$ cat src/rtl/seq_sll_if.sv
// Start/ready handshake bundle for the sequential left shifter.
// data_exception exists only when SLL_OVF_EN is defined.
interface seq_sll_if #(
    parameter int WIDTH   = 32,
    parameter int SHAMT_W = 5
);
    logic               ctrl_start;
    logic [WIDTH-1:0]   data_operandA;
    logic [SHAMT_W-1:0] data_shamt;
    logic [WIDTH-1:0]   data_result;
    logic               data_resultRDY;
    logic               busy;
`ifdef SLL_OVF_EN
    logic               data_exception;

    modport master (
        output ctrl_start, data_operandA, data_shamt,
        input  data_result, data_resultRDY, busy, data_exception
    );
    modport slave (
        input  ctrl_start, data_operandA, data_shamt,
        output data_result, data_resultRDY, busy, data_exception
    );
`else
    modport master (
        output ctrl_start, data_operandA, data_shamt,
        input  data_result, data_resultRDY, busy
    );
    modport slave (
        input  ctrl_start, data_operandA, data_shamt,
        output data_result, data_resultRDY, busy
    );
`endif
endinterface

$ cat src/rtl/seq_sll_unit.sv
// Multi-cycle logical left shifter, up to STEP positions per clock.
// Optional signed-overflow flag on data_exception when SLL_OVF_EN is defined.
module seq_sll_unit #(
    parameter int WIDTH   = 32,
    parameter int SHAMT_W = 5,
    parameter int STEP    = 1
) (
    input  logic       clock,
    input  logic       reset,
    seq_sll_if.slave   bus
);
    typedef enum logic [1:0] {IDLE, SHIFT, DONE} state_t;

    localparam logic [SHAMT_W:0] STEP_L = (SHAMT_W+1)'(STEP);

    state_t             r_state, w_state_nxt;
    logic [WIDTH-1:0]   r_work, r_result, w_work_nxt;
    logic [SHAMT_W-1:0] r_rem, w_rem_nxt, w_s;
    logic               w_accept;

    // Per-cycle shift distance is min(STEP, rem), so rem never underflows
    assign w_s        = ({1'b0, r_rem} < STEP_L) ? r_rem : STEP_L[SHAMT_W-1:0];
    assign w_work_nxt = r_work << w_s;
    assign w_rem_nxt  = r_rem - w_s;
    assign w_accept   = (r_state == IDLE) && bus.ctrl_start;

    always_ff @(posedge clock or posedge reset) begin
        if (reset) r_state <= IDLE;
        else       r_state <= w_state_nxt;
    end

    always_comb begin
        w_state_nxt = r_state;
        case (r_state)
            IDLE:    if (bus.ctrl_start)
                         w_state_nxt = (bus.data_shamt == '0) ? DONE : SHIFT;
            SHIFT:   if (w_rem_nxt == '0) w_state_nxt = DONE;
            DONE:    w_state_nxt = IDLE;
            default: w_state_nxt = IDLE;
        endcase
    end

    // r_result is loaded only on the edge entering DONE so it stays stable afterwards
    always_ff @(posedge clock or posedge reset) begin
        if (reset) begin
            r_work   <= '0;
            r_rem    <= '0;
            r_result <= '0;
        end else if (w_accept) begin
            r_work <= bus.data_operandA;
            r_rem  <= bus.data_shamt;
            if (bus.data_shamt == '0) r_result <= bus.data_operandA;
        end else if (r_state == SHIFT) begin
            r_work <= w_work_nxt;
            r_rem  <= w_rem_nxt;
            if (w_rem_nxt == '0) r_result <= w_work_nxt;
        end
    end

    assign bus.data_result    = r_result;
    assign bus.data_resultRDY = (r_state == DONE);
    assign bus.busy           = (r_state != IDLE);

`ifdef SLL_OVF_EN
    logic             r_sign, r_flag, w_ovf;
    logic [WIDTH-1:0] w_mask;

    // Overflow: any bit leaving the top, or the new sign bit, disagrees with A's sign
    assign w_mask = ~({WIDTH{1'b1}} >> w_s);
    assign w_ovf  = (|((r_work ^ {WIDTH{r_sign}}) & w_mask)) |
                    (w_work_nxt[WIDTH-1] ^ r_sign);

    always_ff @(posedge clock or posedge reset) begin
        if (reset) begin
            r_sign <= 1'b0;
            r_flag <= 1'b0;
        end else if (w_accept) begin
            r_sign <= bus.data_operandA[WIDTH-1];
            r_flag <= 1'b0;
        end else if ((r_state == SHIFT) && w_ovf) begin
            r_flag <= 1'b1;
        end
    end

    assign bus.data_exception = (r_state == DONE) && r_flag;
`endif
endmodule
$ cat src/flat_wrapper.sv
// flat-port wrapper written by rule: the top's interface ports become plain ports
module seq_sll_unit_flat 
#(
    parameter int WIDTH   = 32,
    parameter int SHAMT_W = 5,
    parameter int STEP    = 1
)
  (clock, reset, bus_ctrl_start, bus_data_operandA, bus_data_shamt, bus_data_result, bus_data_resultRDY, bus_busy);
  seq_sll_if #(.WIDTH(WIDTH), .SHAMT_W(SHAMT_W)) bus_i ();
  input  logic clock;
  input  logic reset;
  input wire logic [$bits(bus_i.ctrl_start)-1:0] bus_ctrl_start;
  input wire logic [$bits(bus_i.data_operandA)-1:0] bus_data_operandA;
  input wire logic [$bits(bus_i.data_shamt)-1:0] bus_data_shamt;
  output wire logic [$bits(bus_i.data_result)-1:0] bus_data_result;
  output wire logic [$bits(bus_i.data_resultRDY)-1:0] bus_data_resultRDY;
  output wire logic [$bits(bus_i.busy)-1:0] bus_busy;
  assign bus_i.ctrl_start = bus_ctrl_start;
  assign bus_i.data_operandA = bus_data_operandA;
  assign bus_i.data_shamt = bus_data_shamt;
  assign bus_data_result = bus_i.data_result;
  assign bus_data_resultRDY = bus_i.data_resultRDY;
  assign bus_busy = bus_i.busy;
  seq_sll_unit #(.WIDTH(WIDTH), .SHAMT_W(SHAMT_W), .STEP(STEP)) u_core (.clock(clock), .reset(reset), .bus(bus_i));
endmodule
$ cat config.mk
export PLATFORM = sky130hd
export DESIGN_NAME = seq_sll_unit_flat
export DESIGN_NICKNAME = d
export VERILOG_FILES = /design/src/rtl/seq_sll_if.sv /design/src/rtl/seq_sll_unit.sv /design/src/flat_wrapper.sv
export SDC_FILE = /design/constraint.sdc
export NUM_CORES = 1
export LEC_CHECK = 0
export ABC_AREA = 1
export CAP_MARGIN = 25
export CORE_UTILIZATION = 40
export DETAILED_ROUTE_END_ITERATION = 8
export HOLD_SLACK_MARGIN = 0.03
export PLACE_DENSITY_LB_ADDON = 0.1
export SKIP_CTS_REPAIR_TIMING = 1
export SLEW_MARGIN = 5
export SYNTH_ARGS = -nofsm -noshare
export SYNTH_HDL_FRONTEND = slang
export SYNTH_SLANG_ARGS = --single-unit
$ cat constraint.sdc
create_clock -name clock -period 2.4 [get_ports clock]
set_input_delay 0.24 -clock clock [delete_from_list [all_inputs] [get_ports clock]]
set_output_delay 0.24 -clock clock [all_outputs]
set_load 0.02 [all_outputs]
Word level (Yosys, flattened, before mapping)
Index checks and enable logic that the tools add are counted.
{"block": "word_totals", "register_bits": 71, "elab_cells": 34, "rom_bits": 0, "out_inout_bits": 34, "mem_count": 0, "latch_bits": 0, "mem_bits_rw": 0}
{"block": "op_classes", "n_bitwise": 0, "shift": 1, "n_mux": 13, "reduce_logical": 9, "addsub": 1, "n_mul": 0, "n_eq_ne": 5, "n_div": 0, "n_lt_le_gt_ge": 1}
{"op": "32-bit 2-to-1 mux", "n": 6}
{"op": "32-bit by 5-bit << shifter with 32-bit output", "n": 1}
{"op": "5-bit 2-to-1 mux", "n": 3}
{"op": "5-bit zero test", "n": 2}
{"op": "2-bit 2-to-1 mux", "n": 3}
{"op": "2-bit nonzero test", "n": 3}
{"op": "5-bit by 1-bit < comparator with 1-bit output, second input constant", "n": 1}
{"op": "5-bit subtractor", "n": 1}
{"op": "2-bit inequality test, second input constant", "n": 2}
{"op": "2-bit case mux with 2 select lines", "n": 1}
{"op": "3-bit AND reduction", "n": 1}
{"op": "2-bit by 1-bit == test with 1-bit output, second input constant", "n": 1}
{"op": "2-bit == test, second input constant", "n": 1}
{"op": "2-bit zero test", "n": 1}
{"op": "2-bit by 1-bit inequality test with 1-bit output, second input constant", "n": 1}
{"op": "2-bit AND reduction", "n": 1}
{"op": "1-bit logical AND", "n": 1}

Longest topological paths before layout
Gate-level depths: netlist of the first run.
{"block": "logic_depth", "word_depth": 7, "ltp_mapped": 15}

Worst setup path after synthesis of the first run
Ideal clock, no wire load.
{"block": "synth_path", "kind": "reg-to-reg", "from": "reg u_core.r_rem[1]", "to": "reg u_core.r_result[7] (netlist: u_core.bus.data_result[7])", "n_path_buf": 1, "setup_ns": 0.115, "synth_period_minus_slack_ns": 1.848, "stages_incl_launch_ff": 15, "slack_ns": 0.552, "arrival_ns": 1.733, "cell_sequence": "dfrtp_1 -> nor2_2 -> nand2_1 -> nand2_1 -> ha_1 -> nor2_1 -> nand2_1 -> nand3_2 -> nor2_4 -> nand2_4 -> nand2_8 -> nand2_8 -> buf_12 -> nand2_4 -> nand2_2"}
{"block": "synth_via", "elab_chain_len": 6, "word_cells_on_any_way": 10}
{"item": "start: declaration", "line_no": "seq_sll_unit.sv:18", "text": "logic [SHAMT_W-1:0] r_rem, w_rem_nxt, w_s;"}
{"item": "start signal: assignment", "line_no": "seq_sll_unit.sv:51", "text": "r_rem <= bus.data_shamt;"}
{"item": "start signal: assignment", "line_no": "seq_sll_unit.sv:55", "text": "r_rem <= w_rem_nxt;"}
{"item": "5-bit by 1-bit < comparator with 1-bit output", "line_no": "seq_sll_unit.sv:22", "text": "assign w_s = ({1'b0, r_rem} < STEP_L) ? r_rem : STEP_L[SHAMT_W-1:0];"}
{"item": "5-bit 2-to-1 mux", "line_no": "seq_sll_unit.sv:22"}
{"item": "5-bit subtractor or 32-bit by 5-bit << shifter with 32-bit output (tied branches)", "line_no": "seq_sll_unit.sv:24, seq_sll_unit.sv:23"}
{"item": "5-bit zero test or 32-bit 2-to-1 mux (tied branches)", "line_no": "seq_sll_unit.sv:56", "text": "if (w_rem_nxt == '0) r_result <= w_work_nxt;"}
{"item": "2-bit nonzero test (no line) or 32-bit 2-to-1 mux (tied branches)"}
{"item": "3-bit AND reduction (no line) or 32-bit 2-to-1 mux (tied branches)"}
{"item": "end signal: assignment", "line_no": "seq_sll_unit.sv:52", "text": "if (bus.data_shamt == '0) r_result <= bus.data_operandA;"}
{"item": "end signal: assignment", "line_no": "seq_sll_unit.sv:56"}
{"item": "end: declaration", "line_no": "seq_sll_unit.sv:17", "text": "logic [WIDTH-1:0] r_work, r_result, w_work_nxt;"}
Several ways; a longest one is shown, not always the timed one. The select of a mux whose other input is x is not followed.
A chain may end at the register's enable or synchronous reset.

Worst setup path after layout of the first run
{"block": "layout_path", "from": "reg u_core.r_rem[1]", "to": "reg u_core.r_result[31] (netlist: u_core.bus.data_result[31])"}
Same word-level chain as after synthesis.

==> key figures, run 1 <==
Status
  – Status: finished clean

STA
  – Clk_skew: slightly above 0.009 ns
  – Setup repair after global routing missed its margin: false
  – Relative slew slack: 0.628
  – Setup tns final: 0 ns
  – Final setup fails: 0
  – Max Fclk: between 400 and 500 MHz
  – Final Cycle Share: 0.906
  – Max-slew violations: 0
  – Tmin final: about 2.2 ns
  – Hold Violations, Final: 0
  – Worst slew pin tran: roughly 0.56 ns

Power
  – Net Switching: roughly 3600 uW
  – Net Sw Frac: 0.462
  – Worst IR Drop VDD: between 0.0008 and 0.0009 V
  – P_int: around 4200 uW
  – Clock group share of total power: 0.140
  – Sequential Power Share: 0.269
  – Leakage: ~0.0026 uW
  – Logic pwr share: 0.591
  – PwrDens: roughly 1500 nW/um^2

Final layout
  – Fin nets: 629
  – Synth-to-layout area growth: 28.1%
  – Share of layout cells above drive strength 1: 0.186
  – # fillers: 924
  – Final core occ: 0.531
  – Fin area: roughly 5200 sq um
  – Diode count: 0

Route
  – Drt via density: around 4.8
  – Initial DRC count: 142
  – Wire length per cell: 13.2 microns
  – Drt first pass iters: 4
  – Routed wire length: between 9000 and 10000 microns
  – Antenna-violating nets left: 0
  – # DRC: 0
  – Via Count: around 3500

Yosys
  – Synth cell types: 29
  – Synth warn: 0
  – Yosys reg bits: between 70 and 80
  – Synth Area in Adders: 0.00611
  – Mux share of post-synthesis cell area: 0
  – Synth Area in Simple Gates: 0.411
  – Cell count after synthesis: 514
  – Mapped Avg Cell Area: 7.96 sq um
  – Dominant combinational cell family by area after synthesis: simple AND/OR/NAND/NOR gates
  – Syn Std Cell Area: between 4000 and 5000 sq um
  – Synth Area in Compound Gates: 0.0593
  – Syn nets: between 500 and 600
  – Post-Synth XOR/XNOR Area: 0
  – Sequential fraction of the synthesis area: 0.434

Place
  – Global placement routability congestion: 0.832
  – Placed cell areas: a little under 5000 sq um
  – DP Wirelength: about 6200 microns
  – Port Buf Inserts: 73

GRT
  – Initial antenna violation count: 0
  – Met3 usage: 0.0366
  – Number of global-route vias before repair: approximately 3500
  – First-pass GRT wire length: 16200 microns
  – Congestion Overflow GR: 0
  – Largest net degree at the start of global routing: 65
  – Met2 Usage GRT: 0.338
  – Grt met1 use: 0.251
  – GR peak layer: met2
  – Tot GR Track Use: 0.199

Clocking
  – Root buffer cell: clkbuf_8
  – CTS Sinks: 71
  – Worst-Skew Late Latency: ~0.35 ns
  – Total CTS buffers: 9
  – CTS tree: done
  – Clock transition at path regs: 0.08 ns
  – CTS Buffer Depth: 2
  – # H-tree levels: 3

Floorplan
  – Initial core utilization: 0.415
  – Die Y: 103 microns
  – # IOs: 74
  – Die width: roughly 100 microns
  – Row count: 36
  – Core Region: ~9900 sq um
  – Die area: approximately 11000 sq um

Worst setup path
  – Largest fanout on the critical path: 18
  – WP data required: between 2 and 3 ns
  – Crit path arrival time: 2.46 ns
  – CP endpoint kind: flip-flop
  – Critical path class: flip-flop to flip-flop
  – Worst reg2reg path depth: 13
  – CP startpoint kind: flip-flop

Hold path
  – Hold Path Class: input port to async pin

Run
  – Maximum capacitance violations: 0
-- path summary, 6_finish.rpt --
check	from	to	slack, ns
worst min-delay path	reset	u_core.bus.data_result[15]	0.24
min in group clock	u_core.bus.data_result[29]	u_core.bus.data_result[29]	0.48
max in group asynchronous	reset	u_core.r_work[22]	1.87
worst min register to register	u_core.bus.data_result[29]	u_core.bus.data_result[29]	0.48
worst max register to register	u_core.r_rem[1]	u_core.bus.data_result[31]	0.23
worst max-delay path	u_core.r_rem[1]	u_core.bus.data_result[31]	0.23
-- cells by family after synthesis --
logic type | Yosys count
AO/OA/AOI/OAI | 43
adder cells (fa/ha/maj) | 2
buffers and inverters | 72
flip-flops | 71
AND/OR/NAND/NOR | 326
-- metal layers --
layer	vias to the layer above	wire length (microns)
met5	-	0
met4	0	116
met3	15	396
met2	89	4540
met1	1638	4500
li1	1761	-
-- cells in the mapped netlist --
cell type  number  area share
nand2_1       183        0.17
nor2_2          2      0.0031
dfrtp_1        71        0.43
o221ai_1        2      0.0043
inv_2           6      0.0055
a31oi_1         3      0.0046
nor2_1          9      0.0083
buf_12          3       0.015
buf_2          13       0.016
nand2_8         2      0.0098
buf_4           8       0.015
nand3_1        64       0.078
o21ai_4         1      0.0040
a22oi_1         1      0.0018
inv_1          37       0.034
clkbuf_2        1      0.0012
o211ai_1        1      0.0018
a21oi_1         2      0.0024
nand3_4         1      0.0043
nand3_2         1      0.0024
buf_1           2      0.0018
nand2_4        30       0.083
nand4_1         1      0.0015
nand2_2        31       0.047
o21ai_1        25       0.031
ha_1            2      0.0061
o21ai_0         8      0.0098
clkbuf_1        2      0.0018
nor2_4          2      0.0055
-- area by class of cell --
type / instances / area [sq um] / share of cell area
inverter: 43 / 161 / 0.0308
timing repair buffer: 91 / 966 / 0.184
tap: 133 / 166 / 0.0317
multi-input combinational: 371 / 1950 / 0.372
clock inverter: 5 / 81.3 / 0.0155
clock buffer: 11 / 141 / 0.0270
sequential: 71 / 1780 / 0.339
-- registers in the layout, summed over array words and instances, names as in the netlist --
register                cells
u_core.r_state              2
u_core.r_work              32
u_core.bus.data_result     32
u_core.r_rem                5
-- cell usage in the layout (no fill, tap or decap), types with 2 or more instances in the layout --
master / instances
inv_1: 36
buf_12: 8
o221ai_1: 2
a31oi_1: 3
nand2_2: 31
nand2_1: 183
nand3_1: 64
clkbuf_8: 10
buf_4: 10
o21ai_1: 25
nand2_8: 2
clkdlybuf4s50_1: 73
nor2_1: 9
o21ai_0: 8
ha_1: 2
dfrtp_1: 71
nor2_2: 2
nor2_4: 2
inv_2: 7
a21oi_1: 2
bufinv_16: 2
nand2_4: 30
-- power groups by stage --
| stage | Combinational [uW] | Sequential, uW | Clock [uW] |
|---|---|---|---|
| finish | 4590 | 2080 | 1080 |
| global route | 5170 | 2140 | 1160 |
| detailed placement | 4510 | 2110 | 0 |
| CTS | 4520 | 2090 | 1110 |
| global placement | 4430 | 2100 | 0 |
| floorplan | 3130 | 2330 | 0 |
-- worst max-delay path, cell delays in order (launching register included) --
cell and delay, ns:
dfrtp_1 0.42, nor2_2 0.18, nand2_1 0.10, nand2_1 0.11
ha_1 0.18, nor2_1 0.07, nand2_1 0.09, nand3_2 0.10
nor2_4 0.13, nand2_4 0.07, nand2_8 0.13, buf_4 0.27
nand3_1 0.14, nand2_2 0.09
-- per-stage QoR --
step                total power (uW)  hold WS (ns)  worst slack [ns]  std cells
finish                          7750         0.238             0.226        725
global route                    8460         0.281            0.0418        725
CTS                             7720         0.237             0.179        720
detailed placement              6620         0.464             0.182        704
global placement                6540         0.468             0.254        704
floorplan                       5460         0.367             0.363        514
Note: power is estimated with default switching activity, not from simulation.
==> run 2, diff against run 1 <==
clock period = 1.9 ns   (was 2.4 ns; I/O delays follow)
==> run 2 against run 1 <==
The flow now finishes with violations (negative setup slack). Flip-flop and latch count unchanged. Die area stayed put. Combinational power up 34%. Global-route usage shrank 0.23 points. Register-to-register slack got worse by 0.23 ns. Design area increased by 1.6%. Routed wire length increased by 0.92%. Fmax grew 14%. Sequential share of layout area shrank 0.55 points. Sequential power grew 26%. Final cell count increased by 1.2%.
==> key figures, run 2 (synthesis gave the netlist of run 1 again) <==
Status
  – Status: complete, but fails checks
  – Failing checks: negative setup slack

Floorplan
  – Die Y: 103 microns (unchanged)
  – Row count: 36 (unchanged)
  – Die width: 103 microns (unchanged)
  – # IOs: 74 (unchanged)
  – Core Region: 9860 sq um (unchanged)
  – Die area: 10600 sq um (unchanged)
  – Initial core utilization: 0.415 (unchanged)

Clocking
  – Clock transition at path regs: 0.07 ns (about the same)
  – CTS Buffer Depth: 2 (unchanged)
  – Worst-Skew Late Latency: 0.34 ns (about the same)
  – CTS Sinks: 71 (unchanged)
  – Root buffer cell: clkbuf_8
  – # H-tree levels: 3 (unchanged)
  – Total CTS buffers: 9 (unchanged)
  – CTS tree: done

STA
  – Max-slew violations: 0 (unchanged)
  – PnR worst setup slack: -0.00223 ns (-0.229 ns)
  – Setup repair after global routing missed its margin: true
  – Worst slew pin tran: 0.443 ns (-0.113 ns)
  – Final Cycle Share: 1.00 (+0.0955)
  – Clk_skew: 0.00872 ns (-0.000556 ns)
  – Relative slew slack: 0.704 (+0.0758)
  – Hold Violations, Final: 0 (unchanged)
  – Final setup fails: 3 (+3)
  – Tmin final: 1.90 ns (-0.271 ns)
  – Hold WS: 0.214 ns (-0.0245 ns)
  – Max Fclk: 526 MHz (+14%)

Route
  – Met2 wire length: 4500 microns (-0.93%)
  – Wire length per cell: 13.1 microns (-0.32%)
  – Met3 routed WL: 371 microns (-6.3%)
  – Antenna-violating nets left: 0 (unchanged)
  – Initial DRC count: 132 (-7.0%)
  – Drt via density: 4.80 (-0.63%)
  – Via Count: 3524 (+0.60%)
  – Top sig layer: met4
  – Met1 WL: 4650 microns (+3.3%)
  – Routed wire length: 9640 microns (+0.92%)
  – # DRC: 0 (unchanged)
  – Drt first pass iters: 5 (+1)

Worst setup path
  – CP startpoint kind: flip-flop
  – Delay-heaviest family, CP: simple AND/OR/NAND/NOR gates
  – Critical path class: flip-flop to flip-flop
  – Crit path arrival time: 2.14 ns (-0.32 ns)
  – Worst reg2reg path depth: 14 (+1)
  – Critical path, cell by cell: buf_4, inv_1, ha_4, nor2_4, nand2_1, nand2_1, nand2_2, nor2_4, nand2_4, nand2_8, nand2_8, clkbuf_16, nand2_4, nand2_2
  – Largest fanout on the critical path: 7 (-11)
  – CP startpoint: u_core.r_rem[1]
  – Reg-to-Reg Start: u_core.r_rem[1]
  – CP max-delay cell: dfrtp_1
  – Critical path buffers and inverters: 3 (+2)
  – Setup slack, reg-to-reg: -0.002 ns (-0.23 ns)
  – FF-to-FF End: u_core.bus.data_result[6]
  – CP endpoint kind: flip-flop
  – Worst path max stage delay: 0.37 ns (-0.05 ns)
  – WP data required: 2.13 ns (-0.55 ns)

Final layout
  – Fin nets: 639 (+1.6%)
  – Commonest non-fill, non-tap cells in the layout: 181 x nand2_1, 73 x clkdlybuf4s50_1, 71 x dfrtp_1, 64 x nand3_1, 36 x inv_1
  – Synth-to-layout area growth: 30.2%
  – Fin area: 5330 sq um (+1.6%)
  – # fillers: 950 (+2.8%)
  – Most common cell after layout, fill and taps aside: nand2_1
  – Diode count: 0 (unchanged)
  – Share of layout cells above drive strength 1: 0.208 (+0.0222)

Power
  – Worst IR Drop VDD: 0.000870 V (+5.1%)
  – PwrDens: 1860 nW/um^2 (+26%)
  – Leakage: 0.00266 uW (+1.6%)

Place
  – Port Buf Inserts: 73 (unchanged)
  – DP Wirelength: 6510 microns (+4.2%)
  – Placed cell areas: 5080 sq um (+2.1%)
  – Global placement routability congestion: 0.910 (+9.3%)

Hold path
  – Hold Path Class: input port to async pin

GRT
  – Largest net degree at the start of global routing: 49 (-25%)
  – Congestion Overflow GR: 0 (unchanged)
  – Initial antenna violation count: 0 (unchanged)
  – First-pass GRT wire length: 16000 microns (-1.2%)
  – Tot GR Track Use: 0.197 (-0.00227)
  – Number of global-route vias before repair: 3521 (-0.11%)

Run
  – Maximum capacitance violations: 0 (unchanged)
run 2: cell types whose count changed in the layout (fill, tap and decap cells not counted), moves of 2 or more:
cell | previous run | this run
nand2_2 | 31 | 33
bufinv_16 | 2 | 0
nand2_1 | 183 | 181
nor2_1 | 9 | 7
buf_4 | 10 | 19
run 2: through the flow:
| step | utilization | total power (uW) | setup slack, ns | setup TNS, ns | instances |
|---|---|---|---|---|---|
| floorplan | - | 6900 | 0.0515 | 0 | 514 |
| CTS | 0.532 | 9800 | -0.0493 | -0.681 | 731 |
| detailed placement | 0.515 | 8650 | -0.00455 | -0.0198 | 716 |
| finish | 0.540 | 9890 | -0.00223 | -0.00339 | 734 |
| global placement | 0.515 | 8550 | 0.0630 | 0 | 716 |
| global route | 0.540 | 10800 | -0.106 | -2.73 | 734 |
run 2: layout make-up:
cell class / instances / area [sq um] / area share
Multi-Input combinational cell: 371 / 1980 / 0.372
Sequential cell: 71 / 1780 / 0.333
Timing Repair Buffer: 101 / 1070 / 0.200
Tap cell: 133 / 166 / 0.0312
Inverter: 43 / 165 / 0.0310
Clock buffer: 12 / 155 / 0.0291
Clock inverter: 3 / 18.8 / 0.00352
run 2: worst max-delay path by stage:
| stage | depth (start not counted) | to |
|---|---|---|
| finish | 14 | u_core.bus.data_result[6] |
| detailed placement | 14 | u_core.bus.data_result[23] |
| global route | 14 | u_core.bus.data_result[6] |
| global placement | 14 | u_core.bus.data_result[22] |
| floorplan | 14 | u_core.bus.data_result[7] |
| CTS | 14 | u_core.bus.data_result[14] |
run 2: report_power, final:
part           switching [uW]  internal [uW]
Combinational            3620           2550
Clock                     568            538
Sequential                428           2190
Total                    4620           5280
run 2: metal layers:
metal / vias to the layer above / GRT usage
met5: - / 0
met4: 0 / 0.0661
met3: 12 / 0.0305
met2: 86 / 0.332
met1: 1650 / 0.258
li1: 1776 / -
